<file path="src/rtl/control_sequencer_if.sv">
// Control-word bundle between the sequencer and the datapath.
// Carries opcode/flags/step_en in and every strobe out.
interface control_sequencer_if;
   logic       step_en;
   logic [3:0] ir_opcode;
   logic       flag_c;
   logic       flag_z;
   logic       pc_enable;
   logic       pc_load;
   logic       oe_pc;
   logic       load_mar;
   logic       oe_ram;
   logic       load_ram;
   logic       load_ir;
   logic       oe_ir;
   logic       load_a;
   logic       oe_a;
   logic       load_b;
   logic       oe_alu;
   logic       alu_sub;
   logic       load_flags;
   logic       load_out;
   logic       halt;

   modport master (
      input  step_en, ir_opcode, flag_c, flag_z,
      output pc_enable, pc_load, oe_pc, load_mar,
      output oe_ram, load_ram, load_ir, oe_ir,
      output load_a, oe_a, load_b, oe_alu,
      output alu_sub, load_flags, load_out, halt
   );

   modport slave (
      output step_en, ir_opcode, flag_c, flag_z,
      input  pc_enable, pc_load, oe_pc, load_mar,
      input  oe_ram, load_ram, load_ir, oe_ir,
      input  load_a, oe_a, load_b, oe_alu,
      input  alu_sub, load_flags, load_out, halt
   );
endinterface

</file>
<file path="src/rtl/control_sequencer.sv">
// Microcode step sequencer for an 8-bit bus CPU.
// Step counter + halted flag; control word decoded combinationally.
module control_sequencer (
   input  logic                        i_clk,
   input  logic                        i_reset,
   control_sequencer_if.master         io_ctl
);

   typedef enum logic [2:0] {
      S0 = 3'd0,
      S1 = 3'd1,
      S2 = 3'd2,
      S3 = 3'd3,
      S4 = 3'd4
   } step_t;

   localparam logic [3:0] OP_NOP = 4'd0;
   localparam logic [3:0] OP_LDA = 4'd1;
   localparam logic [3:0] OP_ADD = 4'd2;
   localparam logic [3:0] OP_SUB = 4'd3;
   localparam logic [3:0] OP_STA = 4'd4;
   localparam logic [3:0] OP_LDI = 4'd5;
   localparam logic [3:0] OP_JMP = 4'd6;
   localparam logic [3:0] OP_JC  = 4'd7;
   localparam logic [3:0] OP_JZ  = 4'd8;
   localparam logic [3:0] OP_OUT = 4'd14;
   localparam logic [3:0] OP_HLT = 4'd15;

   step_t r_step;
   step_t w_step_nxt;
   logic  r_halted;
   logic  w_halted_nxt;

   logic w_pc_enable, w_pc_load, w_oe_pc, w_load_mar;
   logic w_oe_ram, w_load_ram, w_load_ir, w_oe_ir;
   logic w_load_a, w_oe_a, w_load_b, w_oe_alu;
   logic w_alu_sub, w_load_flags, w_load_out, w_halt;
   logic w_len4, w_len5;

   assign w_len4 = (io_ctl.ir_opcode == OP_LDA)
                || (io_ctl.ir_opcode == OP_STA);
   assign w_len5 = (io_ctl.ir_opcode == OP_ADD)
                || (io_ctl.ir_opcode == OP_SUB);

   // State register: reset wins over halt and step_en.
   always_ff @(posedge i_clk) begin
      if (i_reset) begin
         r_step   <= S0;
         r_halted <= 1'b0;
      end else begin
         r_step   <= w_step_nxt;
         r_halted <= w_halted_nxt;
      end
   end

   // Next step: advance only when enabled and not halted.
   always_comb begin
      w_step_nxt   = r_step;
      w_halted_nxt = r_halted;
      if (!r_halted && io_ctl.step_en) begin
         case (r_step)
            S0: w_step_nxt = S1;
            S1: w_step_nxt = S2;
            S2: begin
               if (io_ctl.ir_opcode == OP_HLT)
                  w_halted_nxt = 1'b1;
               else if (w_len4 || w_len5)
                  w_step_nxt = S3;
               else
                  w_step_nxt = S0;
            end
            S3: w_step_nxt = w_len5 ? S4 : S0;
            S4: w_step_nxt = S0;
            default: w_step_nxt = S0;
         endcase
      end
   end

   // Control word decode; everything low while reset is held.
   always_comb begin
      w_pc_enable  = 1'b0;
      w_pc_load    = 1'b0;
      w_oe_pc      = 1'b0;
      w_load_mar   = 1'b0;
      w_oe_ram     = 1'b0;
      w_load_ram   = 1'b0;
      w_load_ir    = 1'b0;
      w_oe_ir      = 1'b0;
      w_load_a     = 1'b0;
      w_oe_a       = 1'b0;
      w_load_b     = 1'b0;
      w_oe_alu     = 1'b0;
      w_alu_sub    = 1'b0;
      w_load_flags = 1'b0;
      w_load_out   = 1'b0;
      w_halt       = 1'b0;
      if (i_reset) begin
         w_halt = 1'b0;
      end else if (r_halted) begin
         w_halt = 1'b1;
      end else begin
         case (r_step)
            S0: begin
               w_oe_pc    = 1'b1;
               w_load_mar = 1'b1;
            end
            S1: begin
               w_oe_ram    = 1'b1;
               w_load_ir   = 1'b1;
               w_pc_enable = 1'b1;
            end
            S2: begin
               case (io_ctl.ir_opcode)
                  OP_LDA, OP_ADD, OP_SUB, OP_STA: begin
                     w_oe_ir    = 1'b1;
                     w_load_mar = 1'b1;
                  end
                  OP_LDI: begin
                     w_oe_ir  = 1'b1;
                     w_load_a = 1'b1;
                  end
                  OP_OUT: begin
                     w_oe_a     = 1'b1;
                     w_load_out = 1'b1;
                  end
                  OP_JMP: begin
                     w_oe_ir   = 1'b1;
                     w_pc_load = 1'b1;
                  end
                  OP_JC: begin
                     w_oe_ir   = io_ctl.flag_c;
                     w_pc_load = io_ctl.flag_c;
                  end
                  OP_JZ: begin
                     w_oe_ir   = io_ctl.flag_z;
                     w_pc_load = io_ctl.flag_z;
                  end
                  OP_NOP, OP_HLT: w_halt = 1'b0;
                  default:        w_halt = 1'b0;
               endcase
            end
            S3: begin
               if (io_ctl.ir_opcode == OP_LDA) begin
                  w_oe_ram = 1'b1;
                  w_load_a = 1'b1;
               end else if (w_len5) begin
                  w_oe_ram = 1'b1;
                  w_load_b = 1'b1;
               end else if (io_ctl.ir_opcode == OP_STA) begin
                  w_oe_a     = 1'b1;
                  w_load_ram = 1'b1;
               end
            end
            S4: begin
               if (w_len5) begin
                  w_oe_alu     = 1'b1;
                  w_load_a     = 1'b1;
                  w_load_flags = 1'b1;
                  w_alu_sub    = (io_ctl.ir_opcode == OP_SUB);
               end
            end
            default: w_halt = 1'b0;
         endcase
      end
   end

   assign io_ctl.pc_enable  = w_pc_enable;
   assign io_ctl.pc_load    = w_pc_load;
   assign io_ctl.oe_pc      = w_oe_pc;
   assign io_ctl.load_mar   = w_load_mar;
   assign io_ctl.oe_ram     = w_oe_ram;
   assign io_ctl.load_ram   = w_load_ram;
   assign io_ctl.load_ir    = w_load_ir;
   assign io_ctl.oe_ir      = w_oe_ir;
   assign io_ctl.load_a     = w_load_a;
   assign io_ctl.oe_a       = w_oe_a;
   assign io_ctl.load_b     = w_load_b;
   assign io_ctl.oe_alu     = w_oe_alu;
   assign io_ctl.alu_sub    = w_alu_sub;
   assign io_ctl.load_flags = w_load_flags;
   assign io_ctl.load_out   = w_load_out;
   assign io_ctl.halt       = w_halt;

endmodule
</file>
<file path="src/flat_wrapper.sv">
// flat-port wrapper written by rule: the top's interface ports become plain ports
module control_sequencer_flat 
  (i_clk, i_reset, io_ctl_step_en, io_ctl_ir_opcode, io_ctl_flag_c, io_ctl_flag_z, io_ctl_pc_enable, io_ctl_pc_load, io_ctl_oe_pc, io_ctl_load_mar, io_ctl_oe_ram, io_ctl_load_ram, io_ctl_load_ir, io_ctl_oe_ir, io_ctl_load_a, io_ctl_oe_a, io_ctl_load_b, io_ctl_oe_alu, io_ctl_alu_sub, io_ctl_load_flags, io_ctl_load_out, io_ctl_halt);
  control_sequencer_if io_ctl_i ();
  input  logic i_clk;
  input  logic i_reset;
  input wire logic [$bits(io_ctl_i.step_en)-1:0] io_ctl_step_en;
  input wire logic [$bits(io_ctl_i.ir_opcode)-1:0] io_ctl_ir_opcode;
  input wire logic [$bits(io_ctl_i.flag_c)-1:0] io_ctl_flag_c;
  input wire logic [$bits(io_ctl_i.flag_z)-1:0] io_ctl_flag_z;
  output wire logic [$bits(io_ctl_i.pc_enable)-1:0] io_ctl_pc_enable;
  output wire logic [$bits(io_ctl_i.pc_load)-1:0] io_ctl_pc_load;
  output wire logic [$bits(io_ctl_i.oe_pc)-1:0] io_ctl_oe_pc;
  output wire logic [$bits(io_ctl_i.load_mar)-1:0] io_ctl_load_mar;
  output wire logic [$bits(io_ctl_i.oe_ram)-1:0] io_ctl_oe_ram;
  output wire logic [$bits(io_ctl_i.load_ram)-1:0] io_ctl_load_ram;
  output wire logic [$bits(io_ctl_i.load_ir)-1:0] io_ctl_load_ir;
  output wire logic [$bits(io_ctl_i.oe_ir)-1:0] io_ctl_oe_ir;
  output wire logic [$bits(io_ctl_i.load_a)-1:0] io_ctl_load_a;
  output wire logic [$bits(io_ctl_i.oe_a)-1:0] io_ctl_oe_a;
  output wire logic [$bits(io_ctl_i.load_b)-1:0] io_ctl_load_b;
  output wire logic [$bits(io_ctl_i.oe_alu)-1:0] io_ctl_oe_alu;
  output wire logic [$bits(io_ctl_i.alu_sub)-1:0] io_ctl_alu_sub;
  output wire logic [$bits(io_ctl_i.load_flags)-1:0] io_ctl_load_flags;
  output wire logic [$bits(io_ctl_i.load_out)-1:0] io_ctl_load_out;
  output wire logic [$bits(io_ctl_i.halt)-1:0] io_ctl_halt;
  assign io_ctl_i.step_en = io_ctl_step_en;
  assign io_ctl_i.ir_opcode = io_ctl_ir_opcode;
  assign io_ctl_i.flag_c = io_ctl_flag_c;
  assign io_ctl_i.flag_z = io_ctl_flag_z;
  assign io_ctl_pc_enable = io_ctl_i.pc_enable;
  assign io_ctl_pc_load = io_ctl_i.pc_load;
  assign io_ctl_oe_pc = io_ctl_i.oe_pc;
  assign io_ctl_load_mar = io_ctl_i.load_mar;
  assign io_ctl_oe_ram = io_ctl_i.oe_ram;
  assign io_ctl_load_ram = io_ctl_i.load_ram;
  assign io_ctl_load_ir = io_ctl_i.load_ir;
  assign io_ctl_oe_ir = io_ctl_i.oe_ir;
  assign io_ctl_load_a = io_ctl_i.load_a;
  assign io_ctl_oe_a = io_ctl_i.oe_a;
  assign io_ctl_load_b = io_ctl_i.load_b;
  assign io_ctl_oe_alu = io_ctl_i.oe_alu;
  assign io_ctl_alu_sub = io_ctl_i.alu_sub;
  assign io_ctl_load_flags = io_ctl_i.load_flags;
  assign io_ctl_load_out = io_ctl_i.load_out;
  assign io_ctl_halt = io_ctl_i.halt;
  control_sequencer u_core (.i_clk(i_clk), .i_reset(i_reset), .io_ctl(io_ctl_i));
endmodule
</file>
<file path="config.mk">
export PLATFORM = sky130hd
export DESIGN_NAME = control_sequencer_flat
export DESIGN_NICKNAME = d
export VERILOG_FILES = /design/src/rtl/control_sequencer_if.sv /design/src/rtl/control_sequencer.sv /design/src/flat_wrapper.sv
export SDC_FILE = /design/constraint.sdc
export NUM_CORES = 1
export LEC_CHECK = 0
export CORE_MARGIN = 2
export CORE_UTILIZATION = 39
export DETAILED_ROUTE_END_ITERATION = 7
export PLACE_DENSITY = 0.84
export SLEW_MARGIN = 15
export SYNTH_ARGS = -nofsm -noshare
export SYNTH_HDL_FRONTEND = slang
export SYNTH_SLANG_ARGS = --single-unit
export TNS_END_PERCENT = 10
</file>
<file path="constraint.sdc">
create_clock -name i_clk -period 1.6 [get_ports i_clk]
set_input_delay 0.24 -clock i_clk [delete_from_list [all_inputs] [get_ports i_clk]]
set_output_delay 0.24 -clock i_clk [all_outputs]
set_load 0.1 [all_outputs]
</file>
==> results of run 1 <==
cell usage in the layout, fill, tap and decap left out, types with 2 or more instances in the layout:
cell type | Yosys | final
dfxtp_2 | 0 | 2
nor3_2 | 1 | 2
clkdlybuf4s50_1 | 0 | 3
a21oi_1 | 6 | 3
nand3b_1 | 2 | 2
nand4_1 | 3 | 3
nand2_1 | 6 | 6
clkdlybuf4s15_2 | 0 | 3
a31oi_1 | 3 | 3
clkbuf_4 | 0 | 3
buf_12 | 0 | 16
nor2_1 | 14 | 6
a21oi_2 | 0 | 2
o21ai_0 | 2 | 2
buf_6 | 1 | 6
nor2_2 | 0 | 7
nand3_1 | 3 | 2
dfxtp_4 | 0 | 2
buf_4 | 4 | 20
per-stage QoR:
step / setup slack [ns] / std cells
floorplan: -0.700 / 72
global placement: -0.413 / 125
detailed placement: -0.475 / 125
CTS: -0.0466 / 131
global route: -0.167 / 132
finish: -0.157 / 132
cell families after synthesis:
| group | count (synthesis) | synth area share, % |
|---|---|---|
| flip-flops | 4 | 15.6 |
| buffers and inverters | 8 | 16.1 |
| AND/OR/NAND/NOR | 42 | 46.0 |
| AO/OA/AOI/OAI | 17 | 20.7 |
| XOR/XNOR | 1 | 1.70 |
sequential cells by signal, indices dropped and copies added, names as in the netlist:
signal           count
u_core.r_step        3
u_core.r_halted      1
synthesized netlist by cell type (2+ instances only):
cell type / n
nand3_1: 3
a21oi_1: 6
o21ai_0: 2
clkbuf_8: 3
nand2_1: 6
a31oi_1: 3
dfxtp_1: 4
nand4_1: 3
nor2b_1: 2
nor3_1: 2
nor2_1: 14
nand3b_1: 2
buf_4: 4
path summary, 6_finish.rpt:
path / from / to / slack [ns] / cells past startpoint
worst max register to register: u_core.r_step[0]$_SDFFE_PP0P_ / u_core.r_step[1]$_SDFFE_PP0P_ / 0.21 / 4
worst max-delay path: io_ctl_ir_opcode[2] / io_ctl_oe_ir / -0.16 / 6
worst min-delay path: i_reset / u_core.r_step[1]$_SDFFE_PP0P_ / 0.53 / 3
worst min register to register: u_core.r_step[0]$_SDFFE_PP0P_ / u_core.r_step[2]$_SDFFE_PP0P_ / 0.59 / 2
layer usage:
metal / vias to the layer above / track usage [%] / wire length, um
met3: 15 / 16.7 / 246
met1: 369 / 43.2 / 961
li1: 351 / - / -
met4: 0 / 9.17 / 92
met2: 66 / 57.7 / 1240
met5: - / 0 / 0
critical path: stages:
cell	delay [ns]
clkdlybuf4s15_2	0.24
buf_4	0.17
nor2_1	0.22
a31oi_1	0.19
a211oi_4	0.24
buf_12	0.21
repair_timing:
item                                   in CTS  in global routing
buffers inserted                            3                  1
endpoints found under the hold margin       0                  0
setup endpoints to repair                  17                 15
gates resized for setup                    37                  5
pin swaps                                  11                  4
power by group through the flow:
stage | logic (W) | registers (W) | clock network (W)
floorplan | 0.000155 | 0.000108 | 0
global placement | 0.000244 | 0.000109 | 0
detailed placement | 0.000254 | 0.000110 | 0
CTS | 0.000273 | 0.000108 | 0.000135
global route | 0.000300 | 0.000110 | 0.000147
finish | 0.000289 | 0.000109 | 0.000137
layout make-up:
type / instances / area, um^2
Clock buffer: 3 / 22.5
Fill cell: 36 / 62.6
Sequential cell: 4 / 90.1
Timing Repair Buffer: 50 / 616
Tap cell: 15 / 18.8
Multi-Input combinational cell: 60 / 459
==> reports/results.txt, run 1 <==
status - complete, but fails checks
cell area after layout - 1210 um^2
Synth Register Bits - 4
Crit. End Element - output port
layout cell share with drive strength beyond 1 - 65.0%
worst skew pair latency - 0.25 ns
drt via density - 6.07
Async S/R FF share, synth - 0%
violated checks - negative setup slack
CP arrival - 1.52 ns
switching part of the total - 42.5%
register share of total power - 20.4%
htree depth - 1
Post-synth top flop - dfxtp_1
Nets - 128
setup ws final - -0.157 ns
Setup TNS Final - -0.821 ns
final worst path period share - 110%
WL per Instance - 19.3 um
Worst Skew - 0.0105 ns
synth top area cells - dfxtp_1 (16%), nor2_1 (10%), clkbuf_8 (8.0%), a21oi_1 (5.8%), buf_4 (5.8%)
Synth top area share - 15.6%
IO Port Bufs - 24
CTS Buf Count - 3
DR vias - 801
placed cell area - 1060 um^2
clock root cell - clkbuf_4
CTS tree - yes
DIE AREA - 1620 um^2
maximum clock path buffer count - 2
Leak Pwr - 0.475 nW
crit path time final - 1.76 ns
critical path class - in2out
CP max FO - 6
global-route usage over all layers - 36.0%
Gate power share - 54.0%
final-report hold violation count - 0
Worst VDD drop - 406 uV
register area share after synthesis - 15.6%
TritonRoute pass-1 iters - 4
post-synth top area cell - dfxtp_1
die width - 40.3 um
Worst-path clk slew - 0.05 ns
io pins - 25
crit start category - primary input
Clk pwr share - 25.6%
Max-Cap Viols - 0
Post-Route WL - 2540 um
Fin Hold WS - 0.530 ns
DRC - 0
height of the die - 40.3 um
required time of the worst setup path - 1.36 ns
Starting Density - 40.5%
fin util - 95.1%
GPL Wtd Cong - 0.910
Tot Pwr - 0.000536 W
synthesized area - 514 um^2
first-pass GRT wire length - 3780 um
final count of negative-setup-slack endpoints - 11
Max Freq - 569 MHz
row count - 13
relative slew slack - 78.4%
syn nets - 81
Max Slew Vio Count - 0
PD cells - 444 nW/um^2
worst hold-check path type - in2reg
RSZ-0062 raised after global routing - yes
Initial DRC Count - 34
internal power - 0.000308 W
CORE AREA - 1270 um^2
vias in the first global route - 791
Worst-Margin Slew - 0.322 ns
gr ovfl total - 0
P&R area growth vs syn - 135%
clock sinks - 4
largest net degree at the start of global routing - 9
Yosys warnings - 0
number of synthesized flops with an enable pin - 0
Syn Area/Cell - 7.14 um^2
Final HPWL DP - 1470 um
initial antenna violation count - 0
NetSw - 0.000228 W
Distinct cells, synth - 31
number of diodes - 0
Post-CTS Hold Buffers - 0
post-route ant nets - 0
Syn Inst Count - 72
Power figures use the tool's default switching activity.
==> inputs of run 2 (changes only) <==
- SLEW_MARGIN: 15 -> not set
==> results of run 2 <==
Same layout as run 1: the final DEF is identical, and so are final timing and power.
==> inputs of run 3 (changes only) <==
- GPL_TIMING_DRIVEN: not set -> 0
==> reports/results.txt, run 3 (synthesis gave the netlist of run 1 again) <==
status - complete, but fails checks
violated checks - negative setup slack
P&R area growth vs syn - 94.4%
CP arrival - 1.49 ns
final-report hold violation count - 0
final count of negative-setup-slack endpoints - 10
Worst-Margin Slew - 0.487 ns
Hold EP - u_core.r_step[2]$_SDFFE_PP0P_
R2R Path Start - u_core.r_halted$_SDFFE_PP0P_
Max Slew Vio Count - 0
maximum clock path buffer count - 2
required time of the worst setup path - 1.36 ns
Final HPWL DP - 997 um
DIE AREA - 1620 um^2
WL per Instance - 12.9 um
CORE AREA - 1270 um^2
Largest register FFs - 3
CTS tree - yes
crit start category - flop
Crit. End Element - output port
largest net degree at the start of global routing - 11
die width - 40.3 um
CP max FO - 3
clock sinks - 4
global-route usage over all layers - 21.9%
number of diodes - 0
first-pass GRT wire length - 2370 um
relative slew slack - 67.8%
post-route ant nets - 0
Critical R2R Capture - u_core.r_step[0]$_SDFFE_PP0P_
worst hold-check path type - reg2reg
final worst path period share - 108%
io pins - 25
Worst-path clk slew - 0.04 ns
critical path class - reg2out
GPL Wtd Cong - 0.792
Nets - 117
Post-CTS Hold Buffers - 0
flop-to-flop setup slack - 0.33 ns
PD cells - 497 nW/um^2
setup ws final - -0.130 ns
Hold Crit Depth - 2
TritonRoute pass-1 iters - 4
clock root cell - clkbuf_4
IO Port Bufs - 21
post-place setup slack - -1.34 ns
layout cell share with drive strength beyond 1 - 56.6%
Tot Pwr - 0.000497 W
most frequent cells in the layout - buf_6 (11), nor2_1 (11), buf_4 (11)
Max-Cap Viols - 0
Setup TNS Final - -0.594 ns
crit path time final - 1.73 ns
reg2reg path depth - 3
Worst Skew - 0.00598 ns
gr ovfl total - 0
Leak Pwr - 0.402 nW
row count - 13
Reg with most FFs - u_core.r_step
drt via density - 5.45
Starting Density - 40.5%
initial antenna violation count - 0
DRC - 0
RSZ-0062 raised after global routing - yes
Top Registers - u_core.r_step (3), u_core.r_halted (1)
htree depth - 1
HP Start - u_core.r_step[2]$_SDFFE_PP0P_
Post-Route WL - 1560 um
Worst VDD drop - 435 uV
DR vias - 660
CTS Buf Count - 3
worst skew pair latency - 0.24 ns
Max Freq - 578 MHz
Initial DRC Count - 12
height of the die - 40.3 um
vias in the first global route - 541
run 3: cell types whose count changed in the layout (fill, tap and decap cells not counted), sizes merged:
cell           delta
clkdlybuf4s15     -2
clkbuf            +2
buf              -11
run 3: layer usage:
| layer | vias to the layer above | wire (um) | GRT usage [%] | part of all wire, % |
|---|---|---|---|---|
| li1 | 330 | - | - | - |
| met1 | 308 | 721 | 29.6 | 46 |
| met2 | 22 | 754 | 35.1 | 48 |
| met3 | 0 | 79 | 8.33 | 5.1 |
| met4 | 0 | 0 | 0 | 0 |
| met5 | - | 0 | 0 | 0 |
run 3: worst max-delay path: stages (launching register included):
cell     delay, ns
dfxtp_2       0.32
buf_6         0.12
nor2_4        0.09
nand4_1       0.18
nor3_4        0.19
and2_4        0.18
buf_12        0.16
run 3: how the worst max path moves through the flow:
stage          cells after the start                     startpoint              end  slack (ns)
2_1_floorplan                      5  u_core.r_step[1]$_SDFFE_PP0P_   io_ctl_alu_sub       -0.70
3_3_place_gp                       5                        i_reset  io_ctl_load_out       -1.31
3_5_place_dp                       5                        i_reset  io_ctl_load_out       -1.34
4_1_cts                            6  u_core.r_step[0]$_SDFFE_PP0P_   io_ctl_alu_sub       -0.14
5_1_grt                            6  u_core.r_step[1]$_SDFFE_PP0P_   io_ctl_alu_sub       -0.19
6_report                           6  u_core.r_step[1]$_SDFFE_PP0P_   io_ctl_alu_sub       -0.13
run 3: layout make-up:
cell class	count	area [um^2]
fillers	81	269
plain buffers	8	91.3
clock buffers	3	22.5
multi-input cells	60	424
repair buffers	31	358
well taps	15	18.8
flip-flops and latches	4	85.1
run 3: repair_timing:
item / 4_1_cts / 5_1_grt
setup endpoints to repair: 18 / 16
cloned: 1 / 0
gates resized for setup: 130 / 12
pin swaps: 6 / 3
setup buffers: 9 / 0
run 3: stage by stage:
stage | instances | util (%) | hold WS [ns] | instance area [um^2]
floorplan | 72 | - | 0.309 | 558
global placement | 108 | 62.0 | 0.545 | 787
detailed placement | 108 | 62.0 | 0.550 | 787
CTS | 121 | 75.5 | 0.514 | 958
global route | 121 | 78.8 | 0.533 | 1000
finish | 121 | 78.8 | 0.509 | 1000
run 3: power breakdown:
| group | internal (W) | switching (W) | total (W) |
|---|---|---|---|
| combinational | 0.000109 | 0.000150 | 0.000258 |
| sequential | 0.000105 | 0.00000353 | 0.000108 |
| clock | 0.0000842 | 0.0000461 | 0.000130 |
| total | 0.000297 | 0.000199 | 0.000497 |
